==> src/rtl/boot_pkg.sv <==
// Shared constants for the UART boot loader: frame markers and FSM state encoding.
package boot_pkg;

   // Start marker as seen in the HUNT byte history (5a received first, newest byte in [7:0]).
   localparam logic [31:0] START_MARKER = 32'h5aa50ff0;
   // End marker as an assembled little-endian payload word (bytes f0 0f a5 5a).
   localparam logic [31:0] END_MARKER   = 32'h5aa50ff0;

   localparam int unsigned STATE_W = 2;

   localparam logic [STATE_W-1:0] ST_HUNT    = 2'd0;
   localparam logic [STATE_W-1:0] ST_PAYLOAD = 2'd1;
   localparam logic [STATE_W-1:0] ST_CHECK   = 2'd2;
   localparam logic [STATE_W-1:0] ST_DONE    = 2'd3;

endpackage

==> src/rtl/boot_timeout_counter.sv <==
// Idle-cycle watchdog: counts enabled cycles since the last clear and flags expiry
// after TIMEOUT_CYCLES consecutive idle cycles.
module boot_timeout_counter #(
   parameter int unsigned TIMEOUT_CYCLES = 100000
) (
   input  logic clk,
   input  logic reset,
   input  logic clear_i,
   input  logic en_i,
   output logic expired_o
);

   localparam int unsigned CNT_W = $clog2(TIMEOUT_CYCLES + 1);

   logic [CNT_W-1:0] cnt_q;
   logic             expired_q;

   // Count idle cycles while enabled; saturate once expired.
   always_ff @(posedge clk) begin
      if (reset || clear_i || !en_i) begin
         cnt_q     <= '0;
         expired_q <= 1'b0;
      end else if (!expired_q) begin
         cnt_q     <= cnt_q + CNT_W'(1);
         expired_q <= (cnt_q == CNT_W'(TIMEOUT_CYCLES - 1));
      end
   end

   assign expired_o = expired_q;

endmodule

==> src/rtl/uart_boot_loader.sv <==
// UART boot loader: hunts for a start marker in the rx byte stream, assembles
// little-endian payload words and writes them to instruction flash until the
// end marker. Optional trailing XOR checksum when BOOT_CHECKSUM_EN is defined.
module uart_boot_loader
   import boot_pkg::*;
#(
   parameter int unsigned ADDR_W         = 10,
   parameter int unsigned TIMEOUT_CYCLES = 100000
) (
   input  logic              clk,
   input  logic              reset,
   input  logic [7:0]        rx_data,
   input  logic              rx_valid,
   output logic              flash_wr_en,
   output logic [ADDR_W-1:0] flash_wr_addr,
   output logic [31:0]       flash_wr_data,
   output logic              busy,
   output logic              done,
   output logic              error,
   output logic [ADDR_W:0]   word_count
);

   localparam int unsigned WC_W = ADDR_W + 1;
   localparam logic [WC_W-1:0] CAPACITY = WC_W'(1) << ADDR_W;

   logic [STATE_W-1:0] state_q, state_d;
   logic [31:0]        hist_q, hist_d;
   logic [23:0]        word_q, word_d;
   logic [1:0]         idx_q, idx_d;
   logic [ADDR_W-1:0]  addr_q, addr_d;
   logic [WC_W-1:0]    wc_q, wc_d;
   logic               wr_en_q, wr_en_d;
   logic [ADDR_W-1:0]  wr_addr_q, wr_addr_d;
   logic [31:0]        wr_data_q, wr_data_d;
   logic               busy_q, busy_d;
   logic               done_q, done_d;
   logic               error_q, error_d;
`ifdef BOOT_CHECKSUM_EN
   logic [7:0]         csum_q, csum_d;
`endif

   logic [31:0] full_word;
   logic        tmo_expired;

   assign full_word = {rx_data, word_q};

   boot_timeout_counter #(
      .TIMEOUT_CYCLES(TIMEOUT_CYCLES)
   ) u_timeout (
      .clk      (clk),
      .reset    (reset),
      .clear_i  (rx_valid),
      .en_i     ((state_q == ST_PAYLOAD) || (state_q == ST_CHECK)),
      .expired_o(tmo_expired)
   );

   // Next-state logic: marker hunt, byte assembly, write issue and abort handling.
   always_comb begin
      state_d   = state_q;
      hist_d    = hist_q;
      word_d    = word_q;
      idx_d     = idx_q;
      addr_d    = addr_q;
      wc_d      = wc_q;
      wr_en_d   = 1'b0;
      wr_addr_d = wr_addr_q;
      wr_data_d = wr_data_q;
      busy_d    = busy_q;
      done_d    = 1'b0;
      error_d   = error_q;
`ifdef BOOT_CHECKSUM_EN
      csum_d    = csum_q;
`endif
      case (state_q)
         ST_HUNT: begin
            if (rx_valid) begin
               hist_d = {hist_q[23:0], rx_data};
               if (hist_d == START_MARKER) begin
                  state_d = ST_PAYLOAD;
                  hist_d  = '0;
                  word_d  = '0;
                  idx_d   = '0;
                  addr_d  = '0;
                  wc_d    = '0;
                  error_d = 1'b0;
                  busy_d  = 1'b1;
`ifdef BOOT_CHECKSUM_EN
                  csum_d  = '0;
`endif
               end
            end
         end
         ST_PAYLOAD: begin
            if (tmo_expired) begin
               error_d = 1'b1;
               busy_d  = 1'b0;
               state_d = ST_HUNT;
            end else if (rx_valid) begin
               idx_d = idx_q + 2'd1;
               case (idx_q)
                  2'd0: word_d[7:0]   = rx_data;
                  2'd1: word_d[15:8]  = rx_data;
                  2'd2: word_d[23:16] = rx_data;
                  default: begin
                     if (full_word == END_MARKER) begin
`ifdef BOOT_CHECKSUM_EN
                        state_d = ST_CHECK;
`else
                        state_d = ST_DONE;
                        done_d  = 1'b1;
                        busy_d  = 1'b0;
`endif
                     end else if (wc_q == CAPACITY) begin
                        error_d = 1'b1;
                        busy_d  = 1'b0;
                        state_d = ST_HUNT;
                     end else begin
                        wr_en_d   = 1'b1;
                        wr_addr_d = addr_q;
                        wr_data_d = full_word;
                        addr_d    = addr_q + ADDR_W'(1);
                        wc_d      = wc_q + WC_W'(1);
`ifdef BOOT_CHECKSUM_EN
                        csum_d    = csum_q ^ full_word[7:0] ^ full_word[15:8]
                                           ^ full_word[23:16] ^ full_word[31:24];
`endif
                     end
                  end
               endcase
            end
         end
         ST_CHECK: begin
`ifdef BOOT_CHECKSUM_EN
            if (tmo_expired) begin
               error_d = 1'b1;
               busy_d  = 1'b0;
               state_d = ST_HUNT;
            end else if (rx_valid) begin
               busy_d = 1'b0;
               if (rx_data == csum_q) begin
                  state_d = ST_DONE;
                  done_d  = 1'b1;
               end else begin
                  error_d = 1'b1;
                  state_d = ST_HUNT;
               end
            end
`else
            state_d = ST_HUNT;
`endif
         end
         default: begin
            state_d = ST_HUNT;
         end
      endcase
   end

   // State and output registers with synchronous reset.
   always_ff @(posedge clk) begin
      if (reset) begin
         state_q   <= ST_HUNT;
         hist_q    <= '0;
         word_q    <= '0;
         idx_q     <= '0;
         addr_q    <= '0;
         wc_q      <= '0;
         wr_en_q   <= 1'b0;
         wr_addr_q <= '0;
         wr_data_q <= '0;
         busy_q    <= 1'b0;
         done_q    <= 1'b0;
         error_q   <= 1'b0;
`ifdef BOOT_CHECKSUM_EN
         csum_q    <= '0;
`endif
      end else begin
         state_q   <= state_d;
         hist_q    <= hist_d;
         word_q    <= word_d;
         idx_q     <= idx_d;
         addr_q    <= addr_d;
         wc_q      <= wc_d;
         wr_en_q   <= wr_en_d;
         wr_addr_q <= wr_addr_d;
         wr_data_q <= wr_data_d;
         busy_q    <= busy_d;
         done_q    <= done_d;
         error_q   <= error_d;
`ifdef BOOT_CHECKSUM_EN
         csum_q    <= csum_d;
`endif
      end
   end

   assign flash_wr_en   = wr_en_q;
   assign flash_wr_addr = wr_addr_q;
   assign flash_wr_data = wr_data_q;
   assign busy          = busy_q;
   assign done          = done_q;
   assign error         = error_q;
   assign word_count    = wc_q;

endmodule

==> config.mk <==
export PLATFORM = sky130hd
export DESIGN_NAME = uart_boot_loader
export DESIGN_NICKNAME = d
export VERILOG_FILES = /design/src/rtl/boot_pkg.sv /design/src/rtl/boot_timeout_counter.sv /design/src/rtl/uart_boot_loader.sv
export SDC_FILE = /design/constraint.sdc
export NUM_CORES = 1
export LEC_CHECK = 0
export CAP_MARGIN = 20
export CORE_MARGIN = 2
export CORE_UTILIZATION = 30
export DETAILED_ROUTE_END_ITERATION = 10
export GPL_TIMING_DRIVEN = 0
export PLACE_DENSITY = 0.59
export SLEW_MARGIN = 5
export SYNTH_ARGS = -nofsm -noshare
export SYNTH_HDL_FRONTEND = slang
export SYNTH_SLANG_ARGS = --single-unit
==> constraint.sdc <==
create_clock -name clk -period 3.2 [get_ports clk]
set_clock_uncertainty 0.05 [all_clocks]
set_input_delay 0.48 -clock clk [delete_from_list [all_inputs] [get_ports clk]]
set_output_delay 0.48 -clock clk [all_outputs]
set_load 0.05 [all_outputs]
# ---- Word level (Yosys, flattened, before mapping)
# Cells that the tools add are included.
dict set report word_totals {
  ff_bits 137
  input_bits 11
  out_inout_bits 57
  elab_cells 126
}
dict set report op_classes {
  addsub 4
  eq_ne 23
  mux 57
  n_bitwise 6
  reduce_logical 20
}
# operator n
set ops {}
lappend ops {{24-bit 2-to-1 mux} 5}
lappend ops {{11-bit 2-to-1 mux} 7}
lappend ops {{10-bit 2-to-1 mux} 7}
lappend ops {{32-bit by 31-bit == test with 1-bit output (second input constant)} 2}
lappend ops {{24-bit case mux with 2 select lines} 1}
lappend ops {{6-bit AND reduction} 5}
lappend ops {{8-bit 2-to-1 mux} 3}
lappend ops {{2-bit 2-to-1 mux} 11}
lappend ops {{11-bit case mux with 2 select lines} 1}
lappend ops {{10-bit case mux with 2 select lines} 1}
lappend ops {{17-bit by 1-bit adder with 17-bit output (second input constant)} 1}
lappend ops {{17-bit == test (second input constant)} 1}
lappend ops {{1-bit 2-to-1 mux} 17}
lappend ops {{2-bit inequality test (second input constant)} 7}
lappend ops {{11-bit by 1-bit adder with 11-bit output (second input constant)} 1}
lappend ops {{11-bit == test (second input constant)} 1}
lappend ops {{10-bit by 1-bit adder with 10-bit output (second input constant)} 1}
lappend ops {{5-bit AND reduction} 2}
lappend ops {{3-bit by 2-bit inequality test with 1-bit output (second input constant)} 3}
lappend ops {{2-bit case mux with 2 select lines} 2}
lappend ops {{8-bit AND reduction} 1}
lappend ops {{8-bit OR reduction} 1}
lappend ops {{7-bit AND reduction} 1}
lappend ops {{7-bit OR reduction} 1}
lappend ops {{other kinds (14)} 27}

# ---- Logic depth before layout (Yosys ltp)
dict set report logic_depth {
  word_depth 7
  depth_mapped 10
  mapped_depth_nobuf 8
}

# ---- Modules after synthesis
# From an unflattened synthesis, not the netlist that was laid out.
dict set report unflattened {
  cells_unflattened 629
  area_unflattened_um2 5788.1
}
# mod n_inst cells_per_inst area_per_inst_um2 seq_area_each_um2
set by_module_without_submodules {}
lappend by_module_without_submodules {uart_boot_loader 1 534 4959.8 2382.3}
lappend by_module_without_submodules {boot_timeout_counter 1 95 828.3 360.3}

# ---- Least setup slack after synthesis
# OpenSTA, ideal clock, no wires.
dict set report synth_path {
  kind {register to register}
  startpoint {reg wc_q[0] (netlist: word_count[0])}
  endpoint {reg addr_q[8]}
  setup_time_ps 74
  arrival_ps 2353
  t_required_ps 3076
  path_slack_ps 723
  path_stages_with_launch 9
  path_buffers 1
  synth_period_minus_slack_ps 2477
  cell_sequence {dfxtp_1 inv_1 ha_1 nand4b_1 o2111ai_2 buf_6 or3_1 or4b_1 a31oi_1}
}
dict set report synth_via {
  elab_chain_cells 3
}
# item line_no
set synth_rtl {}
lappend synth_rtl {{from (decl)} uart_boot_loader.sv:31} ;# logic [WC_W-1:0] wc_q, wc_d;
lappend synth_rtl {{from (signal assigned)} uart_boot_loader.sv:182} ;# wc_q <= wc_d;
lappend synth_rtl {{11-bit == test} uart_boot_loader.sv:113} ;# end else if (wc_q == CAPACITY) begin
lappend synth_rtl {{2-bit inequality test (no line)} -}
lappend synth_rtl {{8-bit AND reduction (no line)} -}
lappend synth_rtl {{to (signal assigned)} uart_boot_loader.sv:181} ;# addr_q <= addr_d;
lappend synth_rtl {{to (decl)} uart_boot_loader.sv:30} ;# logic [ADDR_W-1:0] addr_q, addr_d;
# No other way between the ends.
# A chain may end at the register's enable or synchronous reset.

# ---- Worst setup path after layout
dict set report layout_path {
  startpoint {in rx_data[6]}
  endpoint {reg wc_q[9] (netlist: word_count[9])}
}
dict set report layout_via {
  elab_chain_cells 3
  word_cells_on_any_way 5
  cone_classes {4 x eq/ne; 1 x reduce/logical}
}
# item line_no
set layout_rtl {}
lappend layout_rtl {{from (decl)} uart_boot_loader.sv:12} ;# input logic [7:0] rx_data,
lappend layout_rtl {{32-bit by 31-bit == test with 1-bit output (on tied branches)} {uart_boot_loader.sv:105, uart_boot_loader.sv:78}}
lappend layout_rtl {{2-bit inequality test (no line)} -}
lappend layout_rtl {{8-bit AND reduction (no line) *} -}
# Mark *: on every way between the ends. The rest lies on a longest branch, timed or not.

==> impl_metrics.py <==
metrics = {
    "floorplan": {
        "pin_count": 68,
        "initial_core_util": 0.309,
        "chipWidth_um": 143,
        "rows": 50,
        "die_area_sq_um": 20600,
        "core_sq_um": 18900,
        "die_h_um": 143,
    },
    "placement": {
        "gp_congestion": 0.806,
        "dp.cells": 966,
        "place_area_sq_um": 6830,
        "dpl_worst_slack_ns": -0.234,
        "hpwl_mm": 10.5,
        "numPortBuffers": 67,
    },
    "global_route": {
        "grt_max_degree": 17,
        "overflow": 0,
        "grt_pass1_vias": 4278,
        "antenna_found_initial": 0,
        "grtUsageTotal": 0.146,
        "grt_pass1_wl_mm": 23.1,
    },
    "clock_network": {
        "clockBufferDepth": 2,
        "numCtsBuffers": 17,
        "htreeDepth": 4,
        "postCtsSetupBuffers": 0,
        "clock_sinks": 137,
        "postCtsHoldBufs": 0,
        "cts_root_buf": "clkbuf_16",
        "path_clk_slew_ns": 0.06,
        "cts_tree": "done",
        "post_cts_resize_count": 0,
        "clock_latency_ns": 0.42,
    },
    "final_layout": {
        "drive_above_1_share": 0.0639,
        "layout.cells.non_filler": 996,
        "final_cell_mix": "dfxtp_1 (137), nor2_1 (106), mux2i_1 (67), clkdlybuf4s50_1 (67), nand2_1 (64)",
        "stdcell_area_sq_um": 7440,
        "fin_nets": 746,
        "num_antenna_cells": 0,
        "areaGrowthSynthToFinish_pct": 27.6,
        "finish.utilization": 0.394,
        "mostFrequentLayoutCell": "dfxtp_1",
    },
    "setup_path": {
        "worst-path-max-fanout": 10,
        "startpoint_type": "input pin",
        "worst-setup-path-type": "in -> reg",
        "worstSetupStartpoint": "rx_data[6]",
        "critPathBufInv": 2,
        "crit_slowest_cell": "o31ai_1",
        "required_ns": 3.44,
        "path_cells": "clkdlybuf4s50_1 -> and4bb_2 -> and4_1 -> nand2_1 -> o31ai_1 -> clkbuf_1 -> nor2_1",
        "max_stage_delay_ns": 0.81,
        "cp_top_family": "buffers and inverters",
        "reg2reg_from": "hist_q[4]",
        "cp.arrival_ns": 3.18,
        "worstSetupEndpointType": "flop",
    },
    "sta": {
        "finalCritPeriodShare": 0.919,
        "worst_slack_ns": 0.258,
        "relSlewSlack": 0.386,
        "fmax_ghz": 0.340,
        "slew_viol_final": 0,
        "whs_ns": 0.407,
        "worst_pin_slew_ns": 0.913,
        "finalCriticalPeriod_ns": 2.94,
        "setup_viol_count_final": 0,
        "grt_setup_unrepaired": "no",
        "final-hold-violation-count": 0,
        "setup_tns_ns": 0,
    },
    "detailed_routing": {
        "via_count": 4717,
        "drt-pass1-iter-count": 4,
        "detail-route-antenna-nets": 0,
        "post-route-drc-count": 0,
        "viasPerCell": 4.74,
        "drt_iter0_markers": 195,
        "drt-total-wl_mm": 14.7,
        "wl_per_cell_um": 14.8,
    },
    "logic_synthesis": {
        "ys_seq_elements": 137,
        "yosys_warnings": 0,
        "synth_area_per_cell_sq_um": 9.12,
        "yosys_most_used_dff": "dfxtp_1",
        "yosys.area.top_type": "dfxtp_1",
        "synthCells": 639,
        "synth_edf_count": 0,
        "syn_area_sq_um": 5830,
        "syn_nets": 660,
        "ys_seq_area_frac": 0.470,
        "async_flop_share": 0,
        "yosysUniqueCellTypes": 52,
        "synth_top_area_share": 0.470,
        "synth.area.top_cells": "dfxtp_1 (47%), mux2i_1 (12%), nor2_1 (6.8%)",
    },
    "min_path": {
        "hold_class": "reg -> reg",
        "min-delay-start": "hist_q[22]",
    },
    "power_and_ir_drop": {
        "p_per_area_nw_per_um2": 533,
        "power_leakage_nw": 2.99,
        "power.total_mw": 3.97,
        "ir_drop_mv": 0.368,
    },
    "run": {
        "maxCapViolCount": 0,
    },
    "status": {
        "outcome": "finished clean",
    },
}
==> Yosys cell counts (6+ instances only) <==
| cell | number |
|---|---|
| a2111oi_0 | 9 |
| a21oi_1 | 35 |
| and2_1 | 9 |
| clkbuf_1 | 25 |
| dfxtp_1 | 137 |
| ha_1 | 10 |
| inv_1 | 12 |
| mux2i_1 | 67 |
| nand2_1 | 64 |
| nand3_1 | 29 |
| nand4_1 | 10 |
| nor2_1 | 106 |
| nor4b_1 | 6 |
| nor4bb_1 | 8 |
| xnor2_1 | 21 |
| xor2_1 | 8 |
==> area by class of cell <==
cell class | instances | area [sq um]
buffer | 38 | 173
clock buffer | 18 | 439
clock inverter | 12 | 174
fill | 1982 | 11500
inverter | 13 | 48.8
multi-input combinational | 451 | 2870
sequential | 137 | 2740
tap | 260 | 325
timing repair buffer | 67 | 671
==> final timing paths <==
path	end	slack, ns	cells past startpoint
min	hist_q[22]	0.41	2
min reg2reg	hist_q[22]	0.41	2
max	word_count[9]	0.26	7
max reg2reg	word_count[9]	0.46	6
==> worst reg2reg max path, delay by kind of cell, from the launching register on <==
family	cells	cell delay, ns
compound gates	1	0.81
buf+inv	1	0.45
flops	1	0.32
simple gates	4	0.98
==> registers in the layout, summed over array words and instances (netlist names) <==
signal,flops
flash_wr_en,1
idx_q,2
flash_wr_addr,10
busy,1
addr_q,10
done,1
flash_wr_data,32
state_q,2
word_q,24
word_count,11
u_timeout.expired_o,1
error,1
hist_q,24
u_timeout.cnt_q,17
==> cell families after synthesis <==
group,Yosys count,synth area share
buffers and inverters,51,0.0380
flip-flops,137,0.470
adder cells (fa/ha/maj),10,0.0215
multiplexers,68,0.117
AO/OA/AOI/OAI,70,0.0762
XOR/XNOR,29,0.0436
AND/OR/NAND/NOR,274,0.233
==> per-layer routing <==
metal	up-vias	track usage	part of all wire
met5	-	0	0
met4	0	0.0454	0.014
met3	18	0.0367	0.039
met2	81	0.228	0.46
met1	2229	0.200	0.49
li1	2389	-	-
==> power breakdown <==
part / switching (mW) / internal [mW]
combinational: 0.120 / 0.0518
sequential: 0.0133 / 1.72
clock: 0.745 / 1.32
total: 0.878 / 3.09
Power figures use the tool's default switching activity.
